==> config.mk <==
export PLATFORM = sky130hd
export DESIGN_NAME = fetch_sequencer_flat
export DESIGN_NICKNAME = d
export VERILOG_FILES = /design/src/rtl/fetch_pkg.sv /design/src/rtl/fetch_sequencer_if.sv /design/src/rtl/fetch_skid_buffer.sv /design/src/rtl/fetch_sequencer.sv /design/src/flat_wrapper.sv
export SDC_FILE = /design/constraint.sdc
export NUM_CORES = 1
export LEC_CHECK = 0
export CAP_MARGIN = 25
export CORE_ASPECT_RATIO = 0.5
export CORE_MARGIN = 3
export CORE_UTILIZATION = 45
export DETAILED_ROUTE_END_ITERATION = 10
export PLACE_DENSITY = 0.71
export SLEW_MARGIN = 20
export SYNTH_ARGS = -nofsm -noshare
export SYNTH_HDL_FRONTEND = slang
export SYNTH_SLANG_ARGS = --single-unit
==> constraint.sdc <==
create_clock -name clk -period 7.2 [get_ports clk]
set_clock_uncertainty 0.1 [all_clocks]
set_input_delay 1.44 -clock clk [delete_from_list [all_inputs] [get_ports clk]]
set_output_delay 1.44 -clock clk [all_outputs]
set_load 0.005 [all_outputs]
==> src/rtl/fetch_pkg.sv <==
// Shared types and helpers for the instruction fetch sequencer:
// FSM encoding, prefetch entry layout and address checks.
package fetch_pkg;

    typedef enum logic [1:0] {
        ST_FETCH = 2'd0,
        ST_HALT  = 2'd1,
        ST_FAULT = 2'd2
    } fetch_state_e;

    localparam logic [31:0] WORD_BYTES = 32'd4;
    localparam int unsigned ENTRY_W    = 64;

    typedef struct packed {
        logic [31:0] pc;
        logic [31:0] instr;
    } fetch_entry_t;

    // Word index of a byte address compared against the memory size in words.
    function automatic logic word_in_range(input logic [31:0] addr, input logic [31:0] words);
        return ({2'b00, addr[31:2]} < words);
    endfunction

    function automatic logic is_aligned(input logic [31:0] addr);
        return (addr[1:0] == 2'b00);
    endfunction

endpackage

==> src/rtl/fetch_sequencer_if.sv <==
// Bundle of instruction-memory, redirect and decode-handshake signals.
// master = fetch sequencer, slave = surrounding pipeline / memory.
interface fetch_sequencer_if;
    logic [31:0] im_address;
    logic [31:0] im_instruction;
    logic        redirect;
    logic [31:0] redirect_pc;
    logic        out_valid;
    logic        out_ready;
    logic [31:0] out_instruction;
    logic [31:0] out_pc;
    logic [31:0] out_pcplus4;
    logic        halted;
    logic        fault;

    modport master (
        output im_address,
        input  im_instruction,
        input  redirect,
        input  redirect_pc,
        output out_valid,
        input  out_ready,
        output out_instruction,
        output out_pc,
        output out_pcplus4,
        output halted,
        output fault
    );

    modport slave (
        input  im_address,
        output im_instruction,
        output redirect,
        output redirect_pc,
        input  out_valid,
        output out_ready,
        input  out_instruction,
        input  out_pc,
        input  out_pcplus4,
        input  halted,
        input  fault
    );
endinterface

==> src/rtl/fetch_skid_buffer.sv <==
// Two-entry prefetch FIFO. Entry 0 is always the head, so the head outputs
// come straight from storage registers.
module fetch_skid_buffer
    import fetch_pkg::*;
(
    input  logic               clk,
    input  logic               rst_n,
    input  logic               push,
    input  logic               pop,
    input  logic               flush,
    input  logic [ENTRY_W-1:0] push_data,
    output logic [1:0]         count,
    output logic               head_valid,
    output logic [31:0]        head_pc,
    output logic [31:0]        head_instr,
    output logic [31:0]        head_pcplus4
);

    fetch_entry_t in_s;
    fetch_entry_t e0_r;
    fetch_entry_t e1_r;
    logic [31:0]  pcp4_r;
    logic [1:0]   count_r;

    assign in_s = fetch_entry_t'(push_data);

    // FIFO storage and occupancy; pop shifts entry 1 into the head slot.
    always_ff @(posedge clk or negedge rst_n) begin
        if (!rst_n) begin
            count_r <= 2'd0;
            e0_r    <= {ENTRY_W{1'b0}};
            e1_r    <= {ENTRY_W{1'b0}};
            pcp4_r  <= 32'd0;
        end else if (flush) begin
            count_r <= 2'd0;
        end else begin
            case ({push, pop})
                2'b10: begin
                    if (count_r == 2'd0) begin
                        e0_r   <= in_s;
                        pcp4_r <= in_s.pc + WORD_BYTES;
                    end else begin
                        e1_r   <= in_s;
                    end
                    count_r <= count_r + 2'd1;
                end
                2'b01: begin
                    e0_r    <= e1_r;
                    pcp4_r  <= e1_r.pc + WORD_BYTES;
                    count_r <= count_r - 2'd1;
                end
                2'b11: begin
                    // Occupancy unchanged; the new word lands behind whatever remains.
                    if (count_r == 2'd1) begin
                        e0_r   <= in_s;
                        pcp4_r <= in_s.pc + WORD_BYTES;
                    end else begin
                        e0_r   <= e1_r;
                        pcp4_r <= e1_r.pc + WORD_BYTES;
                        e1_r   <= in_s;
                    end
                end
                default: begin
                    count_r <= count_r;
                end
            endcase
        end
    end

    assign count        = count_r;
    assign head_valid   = (count_r != 2'd0);
    assign head_pc      = e0_r.pc;
    assign head_instr   = e0_r.instr;
    assign head_pcplus4 = pcp4_r;

endmodule

==> src/rtl/fetch_sequencer.sv <==
// Instruction fetch sequencer: owns FetchPC, the FETCH/HALT/FAULT FSM and
// redirect handling, and feeds decode through a two-entry prefetch buffer.
module fetch_sequencer
    import fetch_pkg::*;
#(
    parameter logic [31:0] RESET_PC  = 32'h0000_0000,
    parameter int unsigned MEM_WORDS = 64,
    parameter int unsigned BUF_DEPTH = 2
) (
    input  logic              clk,
    input  logic              rst_n,
    fetch_sequencer_if.master bus
);

    localparam logic [1:0]  DEPTH = 2'(BUF_DEPTH);
    localparam logic [31:0] WORDS = 32'(MEM_WORDS);

    fetch_state_e state_r;
    fetch_state_e state_nxt_s;
    logic [31:0]  fetch_pc_r;
    logic [31:0]  pc_nxt_s;
    logic [31:0]  pc_plus4_s;
    logic         fault_r;
    logic         fault_nxt_s;
    logic         halted_r;
    logic         halted_nxt_s;
    logic         push_s;
    logic         pop_s;
    logic         flush_s;
    logic [1:0]   count_s;
    logic [1:0]   count_nxt_s;
    logic         head_valid_s;

    assign pc_plus4_s = fetch_pc_r + WORD_BYTES;

    // Next-state, FetchPC and buffer control; redirect overrides everything but FAULT.
    always_comb begin
        state_nxt_s = state_r;
        pc_nxt_s    = fetch_pc_r;
        fault_nxt_s = fault_r;
        push_s      = 1'b0;
        pop_s       = 1'b0;
        flush_s     = 1'b0;
        case (state_r)
            ST_FETCH, ST_HALT: begin
                if (bus.redirect) begin
                    flush_s = 1'b1;
                    if (!is_aligned(bus.redirect_pc)) begin
                        state_nxt_s = ST_FAULT;
                        fault_nxt_s = 1'b1;
                    end else if (word_in_range(bus.redirect_pc, WORDS)) begin
                        pc_nxt_s    = bus.redirect_pc;
                        state_nxt_s = ST_FETCH;
                    end else begin
                        pc_nxt_s    = bus.redirect_pc;
                        state_nxt_s = ST_HALT;
                    end
                end else begin
                    pop_s = head_valid_s & bus.out_ready;
                    if (state_r != ST_FETCH) begin
                        state_nxt_s = ST_HALT;
                    end else if (!word_in_range(fetch_pc_r, WORDS)) begin
                        state_nxt_s = ST_HALT;
                    end else if ((count_s < DEPTH) || pop_s) begin
                        // Stepping past the last word halts; the range check also covers wrap.
                        push_s      = 1'b1;
                        pc_nxt_s    = pc_plus4_s;
                        state_nxt_s = word_in_range(pc_plus4_s, WORDS) ? ST_FETCH : ST_HALT;
                    end else begin
                        state_nxt_s = ST_FETCH;
                    end
                end
            end
            ST_FAULT: begin
                state_nxt_s = ST_FAULT;
                fault_nxt_s = 1'b1;
            end
            default: begin
                state_nxt_s = ST_FAULT;
                fault_nxt_s = 1'b1;
                flush_s     = 1'b1;
            end
        endcase
    end

    // Predicted occupancy so Halted can be registered alongside the state.
    always_comb begin
        count_nxt_s = count_s;
        if (flush_s) begin
            count_nxt_s = 2'd0;
        end else begin
            case ({push_s, pop_s})
                2'b10:   count_nxt_s = count_s + 2'd1;
                2'b01:   count_nxt_s = count_s - 2'd1;
                default: count_nxt_s = count_s;
            endcase
        end
        halted_nxt_s = (state_nxt_s == ST_HALT) && (count_nxt_s == 2'd0);
    end

    // FSM state, fetch PC and status flags.
    always_ff @(posedge clk or negedge rst_n) begin
        if (!rst_n) begin
            state_r    <= ST_FETCH;
            fetch_pc_r <= RESET_PC;
            fault_r    <= 1'b0;
            halted_r   <= 1'b0;
        end else begin
            state_r    <= state_nxt_s;
            fetch_pc_r <= pc_nxt_s;
            fault_r    <= fault_nxt_s;
            halted_r   <= halted_nxt_s;
        end
    end

    fetch_skid_buffer u_buf (
        .clk          (clk),
        .rst_n        (rst_n),
        .push         (push_s),
        .pop          (pop_s),
        .flush        (flush_s),
        .push_data    ({fetch_pc_r, bus.im_instruction}),
        .count        (count_s),
        .head_valid   (head_valid_s),
        .head_pc      (bus.out_pc),
        .head_instr   (bus.out_instruction),
        .head_pcplus4 (bus.out_pcplus4)
    );

    assign bus.im_address = fetch_pc_r;
    assign bus.out_valid  = head_valid_s;
    assign bus.halted     = halted_r;
    assign bus.fault      = fault_r;

endmodule

==> src/flat_wrapper.sv <==
// flat-port wrapper written by rule: the top's interface ports become plain ports
module fetch_sequencer_flat import fetch_pkg::*;
#(
    parameter logic [31:0] RESET_PC  = 32'h0000_0000,
    parameter int unsigned MEM_WORDS = 64,
    parameter int unsigned BUF_DEPTH = 2
)
  (clk, rst_n, bus_im_address, bus_im_instruction, bus_redirect, bus_redirect_pc, bus_out_valid, bus_out_ready, bus_out_instruction, bus_out_pc, bus_out_pcplus4, bus_halted, bus_fault);
  fetch_sequencer_if bus_i ();
  input  logic clk;
  input  logic rst_n;
  output wire logic [$bits(bus_i.im_address)-1:0] bus_im_address;
  input wire logic [$bits(bus_i.im_instruction)-1:0] bus_im_instruction;
  input wire logic [$bits(bus_i.redirect)-1:0] bus_redirect;
  input wire logic [$bits(bus_i.redirect_pc)-1:0] bus_redirect_pc;
  output wire logic [$bits(bus_i.out_valid)-1:0] bus_out_valid;
  input wire logic [$bits(bus_i.out_ready)-1:0] bus_out_ready;
  output wire logic [$bits(bus_i.out_instruction)-1:0] bus_out_instruction;
  output wire logic [$bits(bus_i.out_pc)-1:0] bus_out_pc;
  output wire logic [$bits(bus_i.out_pcplus4)-1:0] bus_out_pcplus4;
  output wire logic [$bits(bus_i.halted)-1:0] bus_halted;
  output wire logic [$bits(bus_i.fault)-1:0] bus_fault;
  assign bus_im_address = bus_i.im_address;
  assign bus_i.im_instruction = bus_im_instruction;
  assign bus_i.redirect = bus_redirect;
  assign bus_i.redirect_pc = bus_redirect_pc;
  assign bus_out_valid = bus_i.out_valid;
  assign bus_i.out_ready = bus_out_ready;
  assign bus_out_instruction = bus_i.out_instruction;
  assign bus_out_pc = bus_i.out_pc;
  assign bus_out_pcplus4 = bus_i.out_pcplus4;
  assign bus_halted = bus_i.halted;
  assign bus_fault = bus_i.fault;
  fetch_sequencer #(.RESET_PC(RESET_PC), .MEM_WORDS(MEM_WORDS), .BUF_DEPTH(BUF_DEPTH)) u_core (.clk(clk), .rst_n(rst_n), .bus(bus_i));
endmodule
==> summary.md <==
| Metric | Value |
|---|---|
| CP startpoint kind | primary input |
| Clk Latency, worst-skew pair | 0.43 ns |
| Global-route wire length before repair | 46,900 um |
| Fin crit share | 69.7% |
| Drt drc | 0 |
| Setup bufs post-CTS | 0 |
| CTS tree | built |
| Hpwl dp | 20,700 um |
| Clock Pin Slew Worst Setup and Hold Paths | 0.07 ns |
| Crit. End Element | register |
| Global-route usage over all layers | 25.1% |
| WL per Instance | 20.3 um |
| Syn Nets | 1,080 |
| DR WL met2 | 13,800 um |
| Post-Synth Simple-Gate Area | 19.0% |
| Util after Layout | 59.8% |
| RSZ-0062 raised after global routing | false |
| Seq cells post-synth | 196 |
| F_max | 0.199 GHz |
| Post-synthesis compound-gate area fraction | 15.4% |
| CTS Hold Bufs | 0 |
| Yosys warns | 0 |
| Leakage power | 5.35 nW |
| Vias in the first global route | 8,353 |
| Headroom to the max-slew limit | 39.5% |
| WL final | 29,500 um |
| Worst-path fanout max | 40 |
| Post-Synth Adder-Cell Area | 1.02% |
| Resized Gates After CTS | 0 |
| IO Pins | 199 |
| Chip Width | 215 um |
| Die height | 110 um |
| Synth cell types | 62 |
| Initial DRT Pass Iterations | 8 |
| CTS Buf Count | 17 |
| Root Driver | clkbuf_16 |
| H-Tree Depth | 4 |
| Largest net degree at the start of global routing | 76 |
| Final Max Slew Viols | 0 |
| Core ar. | 21,000 um2 |
| Peak VDD IR | 0.149 mV |
| Setup TNS | 0 ns |
| Die area | 23,700 um2 |
| CTS sink cnt | 196 |
| CP Launch Point | bus_redirect |
| Starting Density | 46.8% |
| Worst r2r dst | u_core.u_buf.e1_r[47] |
| Max Cap Viol | 0 |
| Via-per-instance ratio | 5.94 |
| Ys flop type | dfrtp_1 |
| Final hold viol count | 0 |
| Worst R2R Setup Slack | 2.42 ns |
| Minimum clock period | 5.02 ns |
| Wire length on met3 | 1820 um |
| Clk buf depth | 2 |
| Port Buf Inserts | 198 |
| Via count | 8,633 |
| Worst Hold Class | register to register |
| Final net count | 1,226 |
| Layout cells sized above 1 | 9.82% |
| Mux cell area share after synthesis | 6.62% |
| Worst Setup EP | u_core.u_buf.e1_r[47] |
| Final setup violation count | 0 |
| Async set or reset register ratio after synthesis | 100% |
| Top Layer Used | met4 |
| Fillers | 1,835 |
| Global route overflow | 0 |
| Iter 0 DRT Violations | 980 |
| Syn Inst Count | 1,004 |
| WP data required | 7.41 ns |
| RR Startpoint | u_core.bus.im_address[23] |
| Antenna Nets Post-Route | 0 |
| Crit path DAT | 5.23 ns |
| Worst-Margin Slew | 0.904 ns |
| Site Rows | 37 |
| Area Growth Syn to Fin | 27.8% |
| WS Path Type | primary input to register |
| Post-synth EDFFs | 0 |
| Avg Inst Size Synth | 9.77 um2 |
| PwrDens | 200 nW/um2 |
| Cell Area, Synth | 9810 um2 |
| Status | complete, no violations |
| Largest family of logic cells by synthesized area | simple AND/OR/NAND/NOR gates |
| GPL Wtd Cong | 0.934 |
| Reg2Reg Depth | 8 |
| Seq/Total Area, Yosys | 50.0% |
| Met1 Wirelength | 13,100 um |
| Initial antenna violation count | 1 |
| Synth Area in XOR/XNOR | 3.13% |
==> cell families after synthesis <==
logic type | Yosys count
AOI/OAI and AO/OA | 208
xor gates and xnor gates | 35
adders and majority gates | 8
buffers and inverters | 108
DFF | 196
muxes | 58
and+or+nand+nor | 391
==> cells in the mapped netlist (22+ instances only) <==
| library cell | instances | area share [%] |
|---|---|---|
| a21oi_1 | 30 | 1.5 |
| a221oi_1 | 76 | 6.8 |
| buf_2 | 22 | 1.1 |
| clkbuf_1 | 44 | 1.7 |
| dfrtp_1 | 196 | 50 |
| inv_1 | 24 | 0.92 |
| mux2_2 | 55 | 6.3 |
| nand2_1 | 47 | 1.8 |
| nand3_1 | 28 | 1.4 |
| nor2_1 | 199 | 7.6 |
| nor3_1 | 22 | 1.1 |
| o21ai_0 | 40 | 2.0 |
==> cell type report <==
class / instances / area [um2] / area share (%)
clock inverter: 8 / 104 / 0.829
multi-input combinational: 700 / 4480 / 35.7
timing repair buffer: 210 / 2120 / 16.9
inverter: 25 / 93.8 / 0.749
clock buffer: 22 / 464 / 3.70
tap: 292 / 365 / 2.92
antenna: 1 / 2.50 / 0.0200
sequential: 196 / 4900 / 39.1
==> metal layers <==
metal  track usage (%)  vias up
met4              8.11        0
li1                  -     3942
met3              3.75       57
met5                 0        -
met1              35.1     4310
met2              40.9      324
==> placed cells by master (no fill, tap or decap), drive strengths merged, types with 5 or more instances in the layout <==
master and count:
nor2 199, clkdlybuf4s50 197, dfrtp 196, a221oi 76
mux2 55, nand2 47, o21ai 41, a21oi 31
nand3 30, inv 25, nor3 23, clkbuf 23
nor4 22, xnor2 20, nand4 18, xor2 15
buf 12, and4 11, or3 11, and3 10
a31oi 9, ha 8, o22ai 7, a211oi 6
a221o 6, o22a 5
==> how the worst min path moves through the flow <==
stage | start | endpoint | slack, ns | cells after the start
floorplan | u_core.bus.fault | u_core.bus.fault | 0.36 | 1
global placement | u_core.bus.fault | u_core.bus.fault | 0.36 | 1
detailed placement | u_core.bus.fault | u_core.bus.fault | 0.35 | 1
CTS | u_core.bus.fault | u_core.bus.fault | 0.37 | 1
global route | u_core.u_buf.head_pc[2] | u_core.u_buf.head_pc[2] | 0.39 | 2
finish | u_core.bus.fault | u_core.bus.fault | 0.37 | 1
==> registers in the layout (all words and copies together), names as in the netlist <==
name                       cells
u_core.u_buf.head_pc          32
u_core.bus.halted              1
u_core.u_buf.head_pcplus4     30
u_core.state_r                 2
u_core.u_buf.e1_r             64
u_core.bus.im_address         32
u_core.u_buf.count             2
u_core.u_buf.head_instr       32
u_core.bus.fault               1
==> critical path: stages <==
cell and delay, ns:
clkdlybuf4s50_1 0.43, buf_4 0.25, nor2_1 0.18, inv_1 0.11, nor4_1 0.64, ha_1 0.40
nand2_1 0.13, nand2_2 0.66, buf_4 0.55, mux2_2 0.39
==> power breakdown <==
| part | internal (W) | switching [W] | leakage, nW |
|---|---|---|---|
| registers | 0.00116 | 0.0000725 | 2.62 |
| logic | 0.000191 | 0.000129 | 2.47 |
| clock network | 0.000527 | 0.000421 | 0.264 |
| total | 0.00188 | 0.000623 | 5.35 |
==> stage by stage <==
step	hold WS (ns)	area, um2	total power, W	worst slack, ns	instances
after floorplan	0.359	9810	0.00134	3.29	1004
after global placement	0.359	11900	0.00157	2.01	1422
after detailed placement	0.352	11900	0.00158	1.78	1422
after CTS	0.372	12500	0.00251	2.25	1452
after global routing	0.389	12500	0.00260	2.01	1454
final	0.369	12500	0.00250	2.18	1454
No activity file was read; power rests on OpenSTA's default activity.
